**src/rtl/fetch_unit_pkg.sv**
```systemverilog
// rtl/fetch_unit_pkg.sv - shared types and constants for the instruction fetch stage
package fetch_unit_pkg;

  localparam logic [31:0] RESET_PC_DEFAULT = 32'h0000_0000;

  typedef struct packed {
    logic        valid;
    logic [31:0] pc;
    logic [31:0] instr;
  } pip_reg_fet_dec_t;

  typedef struct packed {
    logic [31:0] pc;
    logic [31:0] instr;
  } fetch_entry_t;

  localparam int FETCH_ENTRY_W = $bits(fetch_entry_t);

endpackage

```
**src/rtl/fetch_unit_fifo.sv**
```systemverilog
// rtl/fetch_unit_fifo.sv - synchronous FIFO with flush, used for fetched words and pc tags
module fetch_fifo #(
  parameter int DEPTH = 2,
  parameter int WIDTH = 32,
  localparam int CW = $clog2(DEPTH + 1),
  localparam int AW = $clog2(DEPTH)
) (
  input  logic             clk,
  input  logic             rst,
  input  logic             push,
  input  logic [WIDTH-1:0] push_data,
  input  logic             pop,
  input  logic             flush,
  output logic [WIDTH-1:0] head_data,
  output logic [CW-1:0]    count
);

  localparam logic [CW-1:0] FULL_COUNT = CW'(DEPTH);

  logic [WIDTH-1:0] mem_q [DEPTH];
  logic [WIDTH-1:0] mem_d [DEPTH];
  logic [AW-1:0]    wr_ptr_q, wr_ptr_d;
  logic [AW-1:0]    rd_ptr_q, rd_ptr_d;
  logic [CW-1:0]    count_q, count_d;
  logic             do_push, do_pop;

  // A full FIFO still accepts a push when the head leaves in the same cycle
  always_comb begin
    do_pop   = pop && (count_q != '0);
    do_push  = push && ((count_q != FULL_COUNT) || do_pop);
    mem_d    = mem_q;
    wr_ptr_d = wr_ptr_q;
    rd_ptr_d = rd_ptr_q;
    count_d  = count_q;
    if (flush) begin
      wr_ptr_d = '0;
      rd_ptr_d = '0;
      count_d  = '0;
    end else begin
      if (do_push) begin
        mem_d[wr_ptr_q] = push_data;
        wr_ptr_d        = wr_ptr_q + AW'(1);
      end
      if (do_pop) begin
        rd_ptr_d = rd_ptr_q + AW'(1);
      end
      count_d = count_q + CW'(do_push) - CW'(do_pop);
    end
  end

  always_ff @(posedge clk or posedge rst) begin
    if (rst) begin
      wr_ptr_q <= '0;
      rd_ptr_q <= '0;
      count_q  <= '0;
    end else begin
      wr_ptr_q <= wr_ptr_d;
      rd_ptr_q <= rd_ptr_d;
      count_q  <= count_d;
    end
  end

  always_ff @(posedge clk) begin
    mem_q <= mem_d;
  end

  assign head_data = mem_q[rd_ptr_q];
  assign count     = count_q;

endmodule

```
**src/rtl/fetch_unit.sv**
```systemverilog
// rtl/fetch_unit.sv - IF stage: owns the PC, issues in-order imem requests, buffers
// returned instructions and drives the fet_dec pipeline register.
module fetch_unit
  import fetch_unit_pkg::*;
#(
  parameter logic [31:0] RESET_PC   = RESET_PC_DEFAULT,
  parameter int          FIFO_DEPTH = 2
) (
  input  logic             clk,
  input  logic             rst,
  output logic             imem_req_valid,
  input  logic             imem_req_ready,
  output logic [31:0]      imem_req_addr,
  input  logic             imem_rsp_valid,
  input  logic [31:0]      imem_rsp_data,
  input  logic             stall,
  input  logic             redirect_valid,
  input  logic [31:0]      redirect_pc,
  output pip_reg_fet_dec_t o_fet_dec,
  output logic             fet_dec_write_en
);

  localparam int CW = $clog2(FIFO_DEPTH + 1);
  localparam int SW = CW + 1;
  localparam logic [SW-1:0] CREDIT = SW'(FIFO_DEPTH);
  localparam logic [31:0]   PC_MASK = 32'hFFFF_FFFC;

  logic [31:0]   pc_q, pc_d;
  logic [CW-1:0] outstanding_q, outstanding_d;
  logic [CW-1:0] drop_cnt_q, drop_cnt_d;

  logic          req_fire;
  logic          rsp_keep;
  logic          fifo_pop;
  logic [SW-1:0] in_flight;
  logic [CW-1:0] fifo_count;
  logic [CW-1:0] tag_count;
  logic [31:0]   tag_head;
  fetch_entry_t  fifo_head;
  fetch_entry_t  fifo_push_entry;

  // Buffered words plus pending requests may never exceed the buffer, so responses always fit
  assign in_flight      = {1'b0, outstanding_q} + {1'b0, fifo_count};
  assign imem_req_valid = !rst && !redirect_valid && (in_flight < CREDIT);
  assign imem_req_addr  = pc_q;
  assign req_fire       = imem_req_valid && imem_req_ready;
  assign rsp_keep       = imem_rsp_valid && !redirect_valid && (drop_cnt_q == '0);

  always_comb begin
    fifo_push_entry.pc    = tag_head;
    fifo_push_entry.instr = imem_rsp_data;
  end

  always_comb begin
    o_fet_dec        = '0;
    fet_dec_write_en = 1'b1;
    fifo_pop         = 1'b0;
    if (redirect_valid) begin
      fet_dec_write_en = 1'b1;
    end else if (stall) begin
      fet_dec_write_en = 1'b0;
    end else if (fifo_count != '0) begin
      o_fet_dec.valid = 1'b1;
      o_fet_dec.pc    = fifo_head.pc;
      o_fet_dec.instr = fifo_head.instr;
      fifo_pop        = 1'b1;
    end
  end

  always_comb begin
    pc_d          = pc_q;
    outstanding_d = outstanding_q + CW'(req_fire) - CW'(imem_rsp_valid);
    drop_cnt_d    = drop_cnt_q;
    if (redirect_valid) begin
      pc_d       = redirect_pc & PC_MASK;
      drop_cnt_d = outstanding_q - CW'(imem_rsp_valid);
    end else begin
      if (req_fire) begin
        pc_d = pc_q + 32'd4;
      end
      if (imem_rsp_valid && (drop_cnt_q != '0)) begin
        drop_cnt_d = drop_cnt_q - CW'(1);
      end
    end
  end

  always_ff @(posedge clk or posedge rst) begin
    if (rst) begin
      pc_q          <= RESET_PC & PC_MASK;
      outstanding_q <= '0;
      drop_cnt_q    <= '0;
    end else begin
      pc_q          <= pc_d;
      outstanding_q <= outstanding_d;
      drop_cnt_q    <= drop_cnt_d;
    end
  end

  fetch_fifo #(.DEPTH(FIFO_DEPTH), .WIDTH(FETCH_ENTRY_W)) u_instr_fifo (
    .clk       (clk),
    .rst       (rst),
    .push      (rsp_keep),
    .push_data (fifo_push_entry),
    .pop       (fifo_pop),
    .flush     (redirect_valid),
    .head_data (fifo_head),
    .count     (fifo_count)
  );

  // Tags of dropped requests are flushed on redirect, so only kept responses consume one
  fetch_fifo #(.DEPTH(FIFO_DEPTH), .WIDTH(32)) u_tag_fifo (
    .clk       (clk),
    .rst       (rst),
    .push      (req_fire),
    .push_data (pc_q),
    .pop       (rsp_keep),
    .flush     (redirect_valid),
    .head_data (tag_head),
    .count     (tag_count)
  );

  rsp_has_request: assert property (@(posedge clk) disable iff (rst)
    imem_rsp_valid |-> (outstanding_q != '0));

  kept_rsp_has_tag: assert property (@(posedge clk) disable iff (rst)
    rsp_keep |-> (tag_count != '0));

endmodule

```
**config.mk**
```make
export PLATFORM = sky130hd
export DESIGN_NAME = fetch_unit
export DESIGN_NICKNAME = d
export VERILOG_FILES = /design/src/rtl/fetch_unit_pkg.sv /design/src/rtl/fetch_unit_fifo.sv /design/src/rtl/fetch_unit.sv
export SDC_FILE = /design/constraint.sdc
export NUM_CORES = 1
export LEC_CHECK = 0
export CAP_MARGIN = 40
export CORE_ASPECT_RATIO = 0.6
export CORE_MARGIN = 2
export CORE_UTILIZATION = 49
export DETAILED_ROUTE_END_ITERATION = 7
export PLACE_DENSITY = 0.75
export REMOVE_ABC_BUFFERS = 1
export SLEW_MARGIN = 10
export SYNTH_ARGS = -nofsm -noshare
export SYNTH_HDL_FRONTEND = slang
export SYNTH_HIERARCHICAL = 1
export SYNTH_SLANG_ARGS = --single-unit
```
**constraint.sdc**
```tcl
create_clock -name clk -period 6.9 [get_ports clk]
set_input_delay 1.38 -clock clk [delete_from_list [all_inputs] [get_ports clk]]
set_output_delay 1.38 -clock clk [all_outputs]
set_load 0.03 [all_outputs]
```
Yosys cells after proc, flatten, opt, wreduce, memory -nomap -nowiden
Index checks and enable logic that the tools add are counted.
W data, S select, Z words.

word-level totals
  register bits = 236
  input port bits = 70
  output and inout port bits = 99
  word-level logic and storage cells = 103

operators by class
  add/sub/neg operators = 14
  order comparisons = 7
  equal/unequal tests = 2
  muxes and demuxes = 34
  bitwise operators = 5
  reductions and logical operators = 28

operators with widths
  cell                     number
  $mux W64                 4
  $mux W65                 3
  $mux W32                 6
  $bwmux W128              1
  $bwmux W64               1
  $demux W64 S1            1
  $add A32 B3 Y32 const B  1
  $demux W32 S1            1
  $reduce_bool A2 Y1       9
  $mux W1                  13
  $logic_and A1 B1 Y1      12
  $ge A2 B2 Y1 const B     4
  $mux W2                  4
  $not A1 Y2               4
  $sub A2 B1 Y2            4
  $add A2 B1 Y2            3
  $add A1 B1 Y1 const B    4
  $lt A2 B1 Y1 const B     2
  $ne A2 B2 Y1 const B     2
  $reduce_and A2 Y1        2
  $add A2 B2 Y3            1
  $lt A3 B2 Y1 const B     1
  $logic_not A1 Y1         2
  $logic_not A2 Y1         1
  3 further kinds          4

Logic depth before layout (Yosys ltp)
  depth after elaboration = 10
  depth in mapped cells = 11
  depth with buffers taken out = 11

By module
Netlist, hierarchy kept.

by module, submodules not included
  module                      times used  cells each  area an instance (µm²)  seq. area each (µm²)
  fetch_fifo at u_instr_fifo  1           221         4874.7                  3943.8
  fetch_unit                  1           327         2593.7                  850.8
  fetch_fifo at u_tag_fifo    1           122         2544.9                  2021.9

Worst setup path before layout
Ideal clock, no wire load.

  kind = input -> register
  from = input port redirect_valid
  to = register u_instr_fifo/mem_q[0] (netlist bit) (enable)
  library setup time = 0.579 ns
  arrival = 6.909 ns
  data required time = 6.321 ns
  path slack = -0.589 ns
  stages on the path = 5
  buffers on the path = 1
  cells stage by stage = inv_1 -> clkbuf_1 -> and3_1 -> o31ai_4 -> nor3b_1

on the way
  word-level cells in the longest chain between the ends = 5
  elaborated cells between the ends (all ways) = 9
  those cells by class = mux: 1; bitwise: 1; reduce/logical: 7

RTL lines
  what                               RTL line               RTL
  from (decl)                        fetch_unit.sv:17       input logic redirect_valid,
  $logic_not A1 Y1                   fetch_unit.sv:47       assign rsp_keep = imem_rsp_valid && !redirect_valid && (drop_cnt_q == '0);
  $logic_and A1 B1 Y1 (2 in series)  fetch_unit.sv:47
  via rsp_keep                       fetch_unit.sv:33       logic rsp_keep;
  $logic_and A1 B1 Y1                fetch_unit_fifo.sv:30  do_push = push && ((count_q != FULL_COUNT) || do_pop);
  $reduce_and A2 Y1 (no line)        n/a
  to (signal assigned)               fetch_unit_fifo.sv:64  mem_q <= mem_d;
  to (decl)                          fetch_unit_fifo.sv:20  logic [WIDTH-1:0] mem_q [DEPTH];

The timed path passes the listed nets, and every way through them passes these cells.
A chain may end at the register's enable or synchronous reset.

==> metrics <==
outcome=complete, no violations; Clock Skews=12.03 ps; initial antenna violation count=0; M1 WL=9776 µm; critical setup path kind=primary input to primary output; chip width=between 150 and 200 µm; detailed-route via count=around 6.2k; shortest period the worst path allows=4735 ps; first-pass GRT wire length=33640 µm; Post-Syn Area per Cell=14.95 µm²; synthesized cell area=10010 µm²; routability cong.=0.8701; R2R depth=10; # IOs=169; CTS Hold Bufs=0; ys async rst share=0.1795; 1st-iter DRT viols=570; number of diodes=0; Layout fillers=1461; crit path DAT=approximately 3400 ps; start point of the critical path=redirect_valid; Startpoint Class=primary input; Met2 Wirelength=just under 10000 µm; DIE HEIGHT=114.7 µm; RSZ-0062 raised after global routing=no; final wirelength=21570 µm; First-pass DRT Iterations=7; drt via density=5.472; post-synth cell types=53; Max-slew headroom=0.4248; Post-CTS Setup Bufs=0; largest net degree at the start of global routing=62; maximum VDD drop=0.1926 mV; Critical Path RT=5520 ps; total track usage=0.2006; Crit-path slowest cell=clkdlybuf4s50_1; #FFs+latches synth=234; Num Clock Sinks=between 200 and 250; LEAKAGE=approximately 4.4 nW; R2R Path Start=u_instr_fifo/count[0]; port bufs=164; Core ar.=20020 µm²; EDFF count, synth=192; Final Slew Violations=0; worst path cell trace=buf_2 > buf_4 > nor3_2 > buf_4 > and2_1 > clkdlybuf4s50_1; MaxCap Viol Count=0; Hold Vio Cnt, Final=0; Tcrit/Tclk final=0.6862; root buffer cell=clkbuf_16; layout cells sized above 1=0.1302; reg-to-reg critical path endpoint=u_tag_fifo/mem_q[26]; Starting Density=0.5002; clock buffer count from CTS=22; min-delay worst type=flip-flop to flip-flop; synth warn=6; Final nets=924; clock insertion delay at the later pin of the skew report=490 ps; critical path's largest stage delay=about 710 ps; WL met3=1483 µm; Synth Instances=670; highest layer used for signal routing=met4; Most common cell on crit path=buf_4; total die area=between 20000 and 25000 µm²; Hold WS=554.9 ps; crit end category=primary output; final number of setup-violating endpoints=0; r2r setup slk=about 3300 ps; DP Wirelength=14130 µm; f_max=0.2112 GHz; H-tree depth=1; sequential cell area fraction in the yosys report=0.6807; clock buffer depth=3; Design Power=about 3.3 mW; Worst Path Max Fanout=slightly above 60; Worst Hold Launch=imem_req_addr[30]; vias in the first global route=6299; total global routing overflow=0; P&R area growth vs syn=27.73%; post-route ant nets=0; Std-Cell Rows=40; CTS tree=yes; Tightest Pin Transition=862.8 ps; clock-pin transition on the worst setup and hold timing paths=60 ps; Pwr Density=between 200 and 300 nW/µm²; Post-CTS Resized=0; post-route DRC violation count=0; WL/cell=19.04 µm; critical path capture point=o_fet_dec[48]; Primary FF master, synth=edfxtp_1
[kinds of logic after synthesis]
family | Yosys count | synth area share
AO/OA/AOI/OAI | 51 | 0.03898
XOR/XNOR | 18 | 0.01574
AND/OR/NAND/NOR | 204 | 0.1133
buffers and inverters | 53 | 0.02561
flip-flops | 234 | 0.6807
other | 1 | 0.0003745
multiplexers | 99 | 0.1120
adder cells (fa/ha/maj) | 10 | 0.01325
[report_power, final]
group / switching (mW) / total [mW] / internal (mW) / leakage (nW)
clock: 0.487 / 1.25 / 0.760 / 0.375
sequential: 0.0665 / 1.67 / 1.61 / 2.25
combinational: 0.218 / 0.398 / 0.179 / 1.80
total: 0.772 / 3.32 / 2.55 / 4.42
[critical path: cells and delay by family]
| kind | cells | cell delay, ps |
|---|---|---|
| buffers and inverters | 4 | 1490 |
| AND/OR/NAND/NOR | 2 | 450 |
[state kept, by name, summed over array words and instances (netlist names)]
register	count
u_instr_fifo/mem_q	128
imem_req_addr	30
drop_cnt_q	2
u_tag_fifo/rd_ptr_q	1
u_tag_fifo/mem_q	64
u_instr_fifo/wr_ptr_q	1
u_tag_fifo/wr_ptr_q	1
outstanding_q	2
u_instr_fifo/count	2
u_tag_fifo/count	2
u_instr_fifo/rd_ptr_q	1
[synth_stat cells, types with 15 or more instances]
library cell / number / area [µm²]
clkbuf_1: 20 / 75.07
inv_1: 15 / 56.30
mux2_2: 41 / 461.7
edfxtp_1: 192 / 5766
dfrtp_1: 42 / 1051
and2_1: 66 / 412.9
nand3_1: 18 / 90.09
mux2_1: 55 / 619.3
nor2_1: 19 / 71.32
nand2_1: 39 / 146.4
[final cells by class]
class,count,area [µm²],share of cell area
Tap cell,273,341.6,0.02671
Timing Repair Buffer,180,1812,0.1417
Clock buffer,36,694.4,0.05429
Sequential cell,234,6822,0.5334
Clock inverter,4,68.82,0.005381
Inverter,18,67.56,0.005283
Multi-Input combinational cell,388,2984,0.2333
[routing by layer]
layer / track usage / vias to the layer above
met4: 0.05729 / 0
li1: - / 2843
met5: 0 / -
met3: 0.03724 / 55
met1: 0.2844 / 3026
met2: 0.3221 / 276
[worst min-delay path by stage]
| stage | slack [ps] | cells after the start | end |
|---|---|---|---|
| finish | 550 | 0 | u_tag_fifo/mem_q[30] |
| global route | 580 | 0 | u_tag_fifo/mem_q[31] |
| CTS | 560 | 0 | u_tag_fifo/mem_q[30] |
| detailed placement | 540 | 0 | u_tag_fifo/mem_q[62] |
| global placement | 520 | 0 | u_tag_fifo/mem_q[63] |
| floorplan | 490 | 1 | outstanding_q[0] |
[per-stage QoR]
step,setup slack [ps],instance area (µm²),utilization,TNS (ps),cells
after global routing,2003,12790,0.6389,0,1133
after global placement,2177,11930,0.5958,0,1087
after floorplan,-2878,9843,-,-345600,640
after CTS,2152,12780,0.6385,0,1132
final,2165,12790,0.6389,0,1133
after detailed placement,2099,12020,0.6004,0,1092
[cell usage in the layout, fill, tap and decap left out, drive strengths merged, types with 2 or more instances in the layout]
cell / instances
nor2b: 6
xor2: 5
buf: 16
or4: 13
and4: 2
dfrtp: 42
o21ai: 12
nand4: 9
or2: 4
o311ai: 7
nor3b: 2
and2: 66
mux2: 98
clkinv: 2
nand2: 39
o21a: 2
xnor2: 13
nor4b: 2
edfxtp: 192
bufinv: 2
ha: 9
o31ai: 9
nor2: 19
nor4: 6
clkbuf: 36
o211ai: 6
a31oi: 7
clkdlybuf4s50: 163
conb: 6
nand3: 18
or3: 2
nor3: 13
inv: 18
Note: power is estimated with default switching activity, not from simulation.
